`src/rtl/spi_slave_param.sv`:
```
// rtl/spi_slave_param.sv - system-clock sampled SPI slave bridging an SPI master to a RAM command port
// Frame: R/W bit, RX_W command bits MSB first; read-data frames then return DATA_W bits on miso.
module spi_slave_param #(
  parameter int DATA_W     = 8,
  parameter int TX_TIMEOUT = 16
) (
  input  logic              clk,
  input  logic              rst,
  input  logic              ss_n,
  input  logic              mosi,
  output logic              miso,
  output logic [DATA_W+1:0] rx_data,
  output logic              rx_valid,
  input  logic [DATA_W-1:0] tx_data,
  input  logic              tx_valid,
  output logic              rd_pending,
  output logic              frame_err
);

  localparam int RX_W  = DATA_W + 2;
  localparam int MAX_A = (RX_W > DATA_W) ? RX_W : DATA_W;
  localparam int MAX_C = (MAX_A > TX_TIMEOUT) ? MAX_A : TX_TIMEOUT;
  localparam int CNT_W = $clog2(MAX_C + 1);

  localparam logic [CNT_W-1:0] RX_LAST = CNT_W'(RX_W - 1);
  localparam logic [CNT_W-1:0] TX_LAST = CNT_W'(DATA_W - 1);
  localparam logic [CNT_W-1:0] TO_LAST = CNT_W'(TX_TIMEOUT - 1);

  typedef enum logic [2:0] {
    IDLE, CHK_CMD, WRITE, READ_ADD, READ_DATA, WAIT_TX, SEND, HOLD
  } state_t;

  state_t            state;
  logic [CNT_W-1:0]  cnt;
  logic [RX_W-2:0]   rx_shift;
  logic [DATA_W-1:0] tx_shift;
  logic [RX_W-1:0]   rx_next;
  logic              abort;

  assign rx_next = {rx_shift, mosi};

  // Deselect is only an error while the frame still has work to do; HOLD and IDLE end cleanly.
  assign abort = ss_n && (state inside {CHK_CMD, WRITE, READ_ADD, READ_DATA, WAIT_TX, SEND});

  always_ff @(posedge clk or posedge rst) begin
    if (rst) begin
      state      <= IDLE;
      cnt        <= '0;
      rx_shift   <= '0;
      tx_shift   <= '0;
      miso       <= 1'b0;
      rx_data    <= '0;
      rx_valid   <= 1'b0;
      rd_pending <= 1'b0;
      frame_err  <= 1'b0;
    end else begin
      rx_valid  <= 1'b0;
      frame_err <= 1'b0;
      if (abort) begin
        state     <= IDLE;
        cnt       <= '0;
        miso      <= 1'b0;
        frame_err <= 1'b1;
      end else begin
        case (state)
          IDLE: begin
            miso <= 1'b0;
            cnt  <= '0;
            if (!ss_n) state <= CHK_CMD;
          end
          CHK_CMD: begin
            cnt <= '0;
            if (!mosi)          state <= WRITE;
            else if (rd_pending) state <= READ_DATA;
            else                 state <= READ_ADD;
          end
          WRITE, READ_ADD, READ_DATA: begin
            rx_shift <= rx_next[RX_W-2:0];
            if (cnt == RX_LAST) begin
              rx_data  <= rx_next;
              rx_valid <= 1'b1;
              cnt      <= '0;
              if (state == READ_DATA) begin
                state <= WAIT_TX;
              end else begin
                state <= HOLD;
                if (state == READ_ADD) rd_pending <= 1'b1;
              end
            end else begin
              cnt <= cnt + 1'b1;
            end
          end
          WAIT_TX: begin
            // Data arriving on the final wait cycle is still accepted.
            if (tx_valid) begin
              miso     <= tx_data[DATA_W-1];
              tx_shift <= {tx_data[DATA_W-2:0], 1'b0};
              cnt      <= '0;
              state    <= SEND;
            end else if (cnt == TO_LAST) begin
              frame_err <= 1'b1;
              cnt       <= '0;
              state     <= HOLD;
            end else begin
              cnt <= cnt + 1'b1;
            end
          end
          SEND: begin
            if (cnt == TX_LAST) begin
              miso       <= 1'b0;
              rd_pending <= 1'b0;
              cnt        <= '0;
              state      <= HOLD;
            end else begin
              miso     <= tx_shift[DATA_W-1];
              tx_shift <= {tx_shift[DATA_W-2:0], 1'b0};
              cnt      <= cnt + 1'b1;
            end
          end
          HOLD: begin
            miso <= 1'b0;
            if (ss_n) state <= IDLE;
          end
          default: state <= IDLE;
        endcase
      end
    end
  end

endmodule
```
`config.mk`:
```
export PLATFORM = sky130hd
export DESIGN_NAME = spi_slave_param
export DESIGN_NICKNAME = d
export VERILOG_FILES = /design/src/rtl/spi_slave_param.sv
export SDC_FILE = /design/constraint.sdc
export NUM_CORES = 1
export LEC_CHECK = 0
export ABC_AREA = 1
export ABC_CLOCK_PERIOD_IN_PS = 3690
export CORE_MARGIN = 2
export CORE_UTILIZATION = 50
export DETAILED_ROUTE_END_ITERATION = 8
export GPL_TIMING_DRIVEN = 0
export PLACE_DENSITY = 0.77
export SLEW_MARGIN = 0
export SYNTH_ARGS = -nofsm -noshare
export SYNTH_HDL_FRONTEND = slang
export SYNTH_SLANG_ARGS = --single-unit
```
`constraint.sdc`:
```
create_clock -name clk -period 3.69 [get_ports clk]
set_input_delay 0.369 -clock clk [delete_from_list [all_inputs] [get_ports clk]]
set_output_delay 0.369 -clock clk [all_outputs]
set_load 0.02 [all_outputs]
```
==> results of run 1 <==
-- sequential cells by signal, indices dropped and copies added, names as in the netlist --
signal,flops
rx_data,10
rx_shift,9
tx_shift,7
cnt,5
state,3
frame_err,1
miso,1
rd_pending,1
rx_valid,1
-- per-layer routing --
layer  global-route usage (%)  part of all wire (%)  vias up
li1                         -                     -      853
met1                     25.3                    48      742
met2                     34.0                    46       42
met3                     3.72                   4.6        5
met4                     7.40                   1.2        0
met5                        0                     0        -
-- area by class of cell --
cell class,instances,area share (%)
multi-input cells,169,33.4
inverters,39,6.15
well taps,48,2.52
repair buffers,26,10.9
clock buffers,5,2.89
clock inverters,3,1.68
flip-flops and latches,38,40.0
plain buffers,7,2.42
-- worst register-to-register path, stage by stage (launching register included) --
cell,delay (ns)
dfrtp_1,0.42
ha_1,0.19
nand2_1,0.07
nor2_1,0.13
ha_1,0.16
inv_1,0.04
nand3_1,0.11
nand3_1,0.09
nand2_1,0.14
nand2_1,0.11
nand2_1,0.07
nand2_1,0.06
-- cells by family (layout without fill, tap and decap cells) --
kind of cell             Yosys count  after routing  synth area share, %
flip-flops                        38             38                 48.7
adder cells (fa/ha/maj)            4              4                 2.57
buffers and inverters             46             80                 10.5
AO/OA/AOI/OAI                     39             39                 10.0
AND/OR/NAND/NOR                  126            126                 28.2
-- layout by cell type, fill, tap and decap left out --
cell | synthesis | routed
clkdlybuf4s50_1 | 0 | 26
nor2_2 | 2 | 2
or2_2 | 1 | 1
bufinv_16 | 0 | 1
inv_2 | 2 | 3
buf_4 | 2 | 2
buf_6 | 3 | 3
clkbuf_8 | 0 | 5
nor2_1 | 16 | 16
o21ai_0 | 34 | 34
clkbuf_1 | 1 | 1
nor3_1 | 1 | 1
o21ai_1 | 2 | 2
nand3_1 | 14 | 14
a21oi_1 | 3 | 3
ha_1 | 4 | 4
nand3_2 | 2 | 2
clkbuf_2 | 1 | 1
inv_1 | 37 | 36
nand3_4 | 1 | 1
dfrtp_1 | 38 | 38
nand2_1 | 79 | 79
nand2_2 | 5 | 5
nand4_1 | 5 | 5
clkinv_2 | 0 | 2
-- metrics by stage --
step	hold WS (ns)	instance area (sq um)	utilization (%)
global placement	0.462	2270	61.1
detailed placement	0.470	2270	61.1
CTS	0.489	2380	64.0
global route	0.514	2380	64.0
finish	0.481	2380	64.0
floorplan	0.442	1950	-
-- worst paths after layout --
check                           cells after the start                   start                      to
worst max-delay path                               11      cnt[0]$_DFFE_PP0P_    state[1]$_DFFE_PP0P_
worst min register to register                      2  rx_data[2]$_DFFE_PP0P_  rx_data[2]$_DFFE_PP0P_
min in group asynchronous                           2                     rst     frame_err$_DFF_PP0_
worst min-delay path                                2  rx_data[2]$_DFFE_PP0P_  rx_data[2]$_DFFE_PP0P_
worst max register to register                     11      cnt[0]$_DFFE_PP0P_    state[1]$_DFFE_PP0P_
max in group asynchronous                           2                     rst    state[1]$_DFFE_PP0P_
-- where the power goes --
part           switching [mW]  internal, mW
clock network           0.155         0.199
logic                   0.368         0.212
registers              0.0591         0.524
total                   0.583         0.936
==> impl_metrics.sql, run 1 <==
INSERT INTO impl_metrics (metric_group, metric, value, unit) VALUES
('power', 'power_density', '638', 'nW/um^2'),
('finish', 'fin_cells', '335', ''),
('drt', 'detail_route.wirelength', '3840', 'microns'),
('timing', 'max_freq', '580', 'MHz'),
('yosys', 'synth_most_common_cell', 'nand2_1', ''),
('setup_path', 'critical-path-top-cell-by-count', 'nand2_1', ''),
('yosys', 'ys.warnings.count', '0', ''),
('setup_path', 'critical_path_buf_inv_count', '1', ''),
('global_route', 'via_count_of_the_first_global_routing_pass', '1567', ''),
('timing', 'timing.final.ws_setup', '1.97', 'ns'),
('yosys', 'syn_nets', '270', ''),
('power', 'leakage', '1.20', 'nW'),
('clock_tree', 'root_buffer', 'clkbuf_8', ''),
('timing', 'period_needed', '1.72', 'ns'),
('finish', 'n_fill_cell', '331', ''),
('setup_path', 'worst-r2r-setup-slack', '1.97', 'ns'),
('drt', 'detail_route.wl_per_cell', '11.5', 'microns'),
('clock_tree', 'cts_max_path_buffers', '2', ''),
('finish', 'antenna_cells_inserted', '0', ''),
('clock_tree', 'cts_tree', 'built', ''),
('timing', 'setup_total_negative_slack', '0', 'ns'),
('floorplanning', 'floorplan.rows', '22', ''),
('placement', 'dp.final_hpwl', '2780', 'microns'),
('setup_path', 'cpPeakStageDelay', '0.42', 'ns'),
('placement', 'post-place-ws', '1.96', 'ns'),
('yosys', 'yosys_register_bits', '38', ''),
('drt', 'drc', '0', ''),
('timing', 'final_max_slew_viol_count', '0', ''),
('yosys', 'post-synth-top-area-cell', 'dfrtp_1', ''),
('placement', 'numPortBuffers', '26', ''),
('yosys', 'ys_types', '21', ''),
('clock_tree', 'cts_hold_repair.buffers', '0', ''),
('setup_path', 'worst_path_dominant_cell_family', 'simple AND/OR/NAND/NOR gates', ''),
('power', 'ir_worst_vdd', '281', 'uV'),
('yosys', 'synth_cells', '253', ''),
('power', 'design_power_total', '1.52', 'mW'),
('finish', 'num-nets-final', '303', ''),
('drt', 'routed_via_count_divided_by_cell_count', '4.90', ''),
('drt', 'drtIter0Drc', '107', ''),
('setup_path', 'cp_data_arrival_time', '1.90', 'ns'),
('clock_tree', 'clock_latency', '0.30', 'ns'),
('yosys', 'synthesis.area', '1950', 'sq um'),
('timing', 'tightest_slew', '0.758', 'ns'),
('global_route', 'grt_max_degree', '39', ''),
('yosys', 'netlist_top_cells_area', 'dfrtp_1 49%, nand2_1 15%, o21ai_0 8.7%', ''),
('yosys', 'syn_area_per_cell', '7.71', 'sq um'),
('timing', 'final_hold_viol_count', '0', ''),
('drt', 'drt_pass1_iterations', '4', ''),
('floorplanning', 'core_area', '3720', 'sq um'),
('clock_tree', 'clock_sink_count', '38', ''),
('setup_path', 'cp_max_fo', '5', ''),
('yosys', 'netlist.area_leader.share', '48.7', '%'),
('placement', 'dpl.cell_count', '327', ''),
('finish', 'area.growth.synth_to_final', '22.0', '%'),
('placement', 'gp_congestion', '0.857', ''),
('flow_run', 'max_cap_violations', '0', ''),
('global_route', 'global_route.usage.total', '20.0', '%'),
('yosys', 'yosys_most_used_dff', 'dfrtp_1', ''),
('global_route', 'grt_pass1_wl', '6730', 'microns'),
('clock_tree', 'postCtsSetupBuffers', '0', ''),
('timing', 'skew', '0.00870', 'ns'),
('setup_path', 'endpoint_kind', 'flop', ''),
('floorplanning', 'start_util', '52.5', '%'),
('timing', 'final_min_period_over_clock_period', '46.7', '%'),
('finish', 'multi_input_area', '796', 'sq um'),
('setup_path', 'critical_path.cell_chain', 'ha_1 > nand2_1 > nor2_1 > ha_1 > inv_1 > nand3_1 > nand3_1 > nand2_1 > nand2_1 > nand2_1 > nand2_1', ''),
('yosys', 'synth_top_cells_by_count', '79 x nand2_1, 38 x dfrtp_1, 37 x inv_1', ''),
('run_status', 'outcome', 'finished clean', ''),
('floorplanning', 'chipWidth', '66.5', 'microns'),
('worst_hold_path', 'hold_class', 'reg2reg', ''),
('floorplanning', 'boundaryPins', '27', '');
Note: power is estimated with default switching activity, not from simulation.
==> run 2: changes to the inputs <==
--- a/config.mk
+++ b/config.mk
@@ -6,7 +6,7 @@
 export NUM_CORES = 1
 export LEC_CHECK = 0
 export ABC_AREA = 1
-export ABC_CLOCK_PERIOD_IN_PS = 3690
+export ABC_CLOCK_PERIOD_IN_PS = 1800
 export CORE_MARGIN = 2
 export CORE_UTILIZATION = 50
 export DETAILED_ROUTE_END_ITERATION = 8
==> constraint.sdc (replaced) <==
create_clock -name clk -period 1.8 [get_ports clk]
set_input_delay 0.18 -clock clk [delete_from_list [all_inputs] [get_ports clk]]
set_output_delay 0.18 -clock clk [all_outputs]
set_load 0.02 [all_outputs]
==> impl_metrics.sql, run 2 (synthesis results as in run 1) <==
INSERT INTO impl_metrics (metric_group, metric, value, unit) VALUES
('setup_path', 'endpoint_kind', 'flop', ''),
('finish', 'fin_cells', '336', ''),
('timing', 'setup_total_negative_slack', '0', 'ns'),
('drt', 'detail_route.wl_per_cell', '11.5', 'microns'),
('setup_path', 'cp_data_arrival_time', '1.80', 'ns'),
('clock_tree', 'clock_sink_count', '38', ''),
('setup_path', 'critical_path_start_end_classification', 'reg2reg', ''),
('power', 'internal_power', '1.93', 'mW'),
('worst_hold_path', 'hold_class', 'in2async', ''),
('clock_tree', 'root_buffer', 'clkbuf_8', ''),
('setup_path', 'worst_path_dominant_cell_family', 'simple AND/OR/NAND/NOR gates', ''),
('floorplanning', 'overall_die_height', '66.5', 'microns'),
('run_status', 'outcome', 'finished clean', ''),
('drt', 'route.vias.total', '1643', ''),
('setup_path', 'worst-r2r-setup-slack', '0.18', 'ns'),
('power', 'switching_share', '38.4', '%'),
('finish', 'share_of_post_route_cells_with_drive_strength_above_1', '10.8', '%'),
('setup_path', 'timing.rr.end', 'state[1]$_DFFE_PP0P_', ''),
('finish', 'design_area', '2390', 'sq um'),
('finish', 'mostFrequentLayoutCell', 'nand2_1', ''),
('power', 'combPwrFrac', '38.8', '%'),
('finish', 'max_flop_register', 'rx_data', ''),
('power', 'fraction_of_power_consumed_by_sequential_logic', '38.0', '%'),
('clock_tree', 'cts.clk_slew.worst_paths', '0.08', 'ns'),
('setup_path', 'critical_path.cell_chain', 'ha_1 > nand2_1 > nor2_1 > ha_1 > inv_1 > nand3_1 > nand3_1 > nand2_2 > nand2_2 > nand2_1 > nand2_1', ''),
('clock_tree', 'cts_tree', 'built', ''),
('setup_path', 'cp_max_fo', '4', ''),
('setup_path', 'cp-start-kind', 'flop', ''),
('setup_path', 'critical_path_buf_inv_count', '1', ''),
('finish', 'largest_registers', 'rx_data: 10 flops, rx_shift: 9 flops, tx_shift: 7 flops', ''),
('power', 'power_frac_clock', '23.2', '%'),
('drt', 'drc', '0', ''),
('timing', 'final_max_slew_viol_count', '0', ''),
('finish', 'area.growth.synth_to_final', '22.6', '%'),
('setup_path', 'slowest_stage', 'dfrtp_1', ''),
('clock_tree', 'num_cts_buffers', '5', ''),
('timing', 'worst_slew_margin_rel', '49.0', '%'),
('clock_tree', 'clock_latency', '0.30', 'ns'),
('setup_path', 'ff2ff_path_depth', '11', ''),
('timing', 'period_needed', '1.62', 'ns'),
('power', 'design_power_total', '3.13', 'mW'),
('setup_path', 'critical-path-top-cell-by-count', 'nand2_1', ''),
('timing', 'timing.hold.ws', '0.345', 'ns'),
('drt', 'ant_nets', '0', ''),
('placement', 'numPortBuffers', '26', ''),
('timing', 'max_freq', '618', 'MHz'),
('finish', 'largest_register_ff_count', '10', ''),
('drt', 'drtIter0Drc', '139', ''),
('timing', 'final_min_period_over_clock_period', '89.9', '%'),
('drt', 'detail_route.wirelength', '3870', 'microns'),
('floorplanning', 'floorplan.rows', '22', ''),
('timing', 'skew', '0.00707', 'ns'),
('timing', 'tightest_slew', '0.764', 'ns'),
('timing', 'timing.final.ws_setup', '0.182', 'ns'),
('placement', 'dp.final_hpwl', '2780', 'microns'),
('global_route', 'grt_pass1_wl', '6730', 'microns'),
('setup_path', 'critPathRequiredTime', '1.98', 'ns'),
('drt', 'routed_via_count_divided_by_cell_count', '4.89', ''),
('clock_tree', 'cts_hold_repair.buffers', '0', ''),
('timing', 'finalSetupViolCount', '0', ''),
('setup_path', 'cpPeakStageDelay', '0.37', 'ns'),
('placement', 'post-place-ws', '0.123', 'ns'),
('global_route', 'global_route.usage.total', '20.0', '%'),
('global_route', 'initial_antenna_violation_count', '0', ''),
('placement', 'dpl.cell_count', '327', ''),
('power', 'power_density', '1310', 'nW/um^2'),
('finish', 'antenna_cells_inserted', '0', ''),
('timing', 'final_hold_viol_count', '0', ''),
('flow_run', 'max_cap_violations', '0', ''),
('placement', 'gp_congestion', '0.857', ''),
('floorplanning', 'chipWidth', '66.5', 'microns'),
('power', 'leakage', '1.21', 'nW'),
('placement', 'dpl-instance-area', '2270', 'sq um'),
('global_route', 'grt_max_degree', '39', ''),
('setup_path', 'worst_r2r_startpoint', 'cnt[1]$_DFFE_PP0P_', ''),
('power', 'power.net_switching', '1.20', 'mW'),
('clock_tree', 'cts_max_path_buffers', '2', ''),
('floorplanning', 'die_area', '4420', 'sq um'),
('finish', 'fin_util', '64.4', '%'),
('global_route', 'via_count_of_the_first_global_routing_pass', '1567', ''),
('finish', 'num-nets-final', '304', ''),
('floorplanning', 'boundaryPins', '27', ''),
('global_route', 'grt_overflow', '0', ''),
('floorplanning', 'core_area', '3720', 'sq um'),
('drt', 'drt_pass1_iterations', '4', ''),
('power', 'ir_worst_vdd', '577', 'uV'),
('floorplanning', 'start_util', '52.5', '%'),
('finish', 'final_cell_mix', '77 x nand2_1, 38 x dfrtp_1, 36 x inv_1', ''),
('finish', 'n_fill_cell', '330', ''),
('clock_tree', 'h_tree_level_count', '2', '');
[run 2: cell types whose count changed in the layout (fill, tap and decap cells not counted), sizes merged]
cell	change
buf	+1
[run 2: what timing repair did]
| item | 4_1_cts | 5_1_grt |
|---|---|---|
| gates resized for setup | 0 | 2 |
| buffers inserted | 0 | 1 |
| endpoints found under the setup margin | 0 | 3 |
[run 2: cell type report]
type	instances	area, sq um	share of cell area, %
tap	48	60.1	2.51
multi-input combinational	169	801	33.5
buffer	7	57.6	2.41
inverter	39	146	6.12
clock buffer	5	68.8	2.88
sequential	38	951	39.7
clock inverter	3	40.0	1.67
timing repair buffer	27	268	11.2
[run 2: power by group through the flow]
| stage | registers, mW | clock network [mW] | logic [mW] |
|---|---|---|---|
| final | 1.19 | 0.728 | 1.21 |
| after global routing | 1.21 | 0.758 | 1.42 |
| after CTS | 1.20 | 0.731 | 1.19 |
| after detailed placement | 1.21 | 0 | 1.18 |
| after global placement | 1.20 | 0 | 1.16 |
| after floorplan | 1.22 | 0 | 0.869 |
[run 2: metal layers]
metal	wire length, microns	track usage, %	vias to the layer above
met1	1870	25.3	745
met3	145	3.72	5
li1	-	-	854
met4	46	7.40	0
met2	1800	34.0	39
met5	0	0	-
[run 2: worst max-delay path by stage]
stage / startpoint / endpoint / slack (ns) / cells after the start
after floorplan: cnt[0]$_DFFE_PP0P_ / state[2]$_DFFE_PP0P_ / 0.32 / 11
after CTS: cnt[0]$_DFFE_PP0P_ / state[1]$_DFFE_PP0P_ / 0.09 / 11
final: cnt[1]$_DFFE_PP0P_ / state[1]$_DFFE_PP0P_ / 0.18 / 11
after global routing: cnt[1]$_DFFE_PP0P_ / state[1]$_DFFE_PP0P_ / -0.007 / 11
after detailed placement: cnt[0]$_DFFE_PP0P_ / state[1]$_DFFE_PP0P_ / 0.12 / 11
after global placement: rst / tx_shift[5]$_DFFE_PP0P_ / -0.04 / 2
[run 2: worst reg2reg max path, cell delays in order (launching register included)]
cell     delay, ns
dfrtp_1       0.37
ha_1          0.17
nand2_1       0.07
nor2_1        0.13
ha_1          0.16
inv_1         0.04
nand3_1       0.11
nand3_1       0.13
nand2_2       0.12
nand2_2       0.07
nand2_1       0.07
nand2_1       0.06
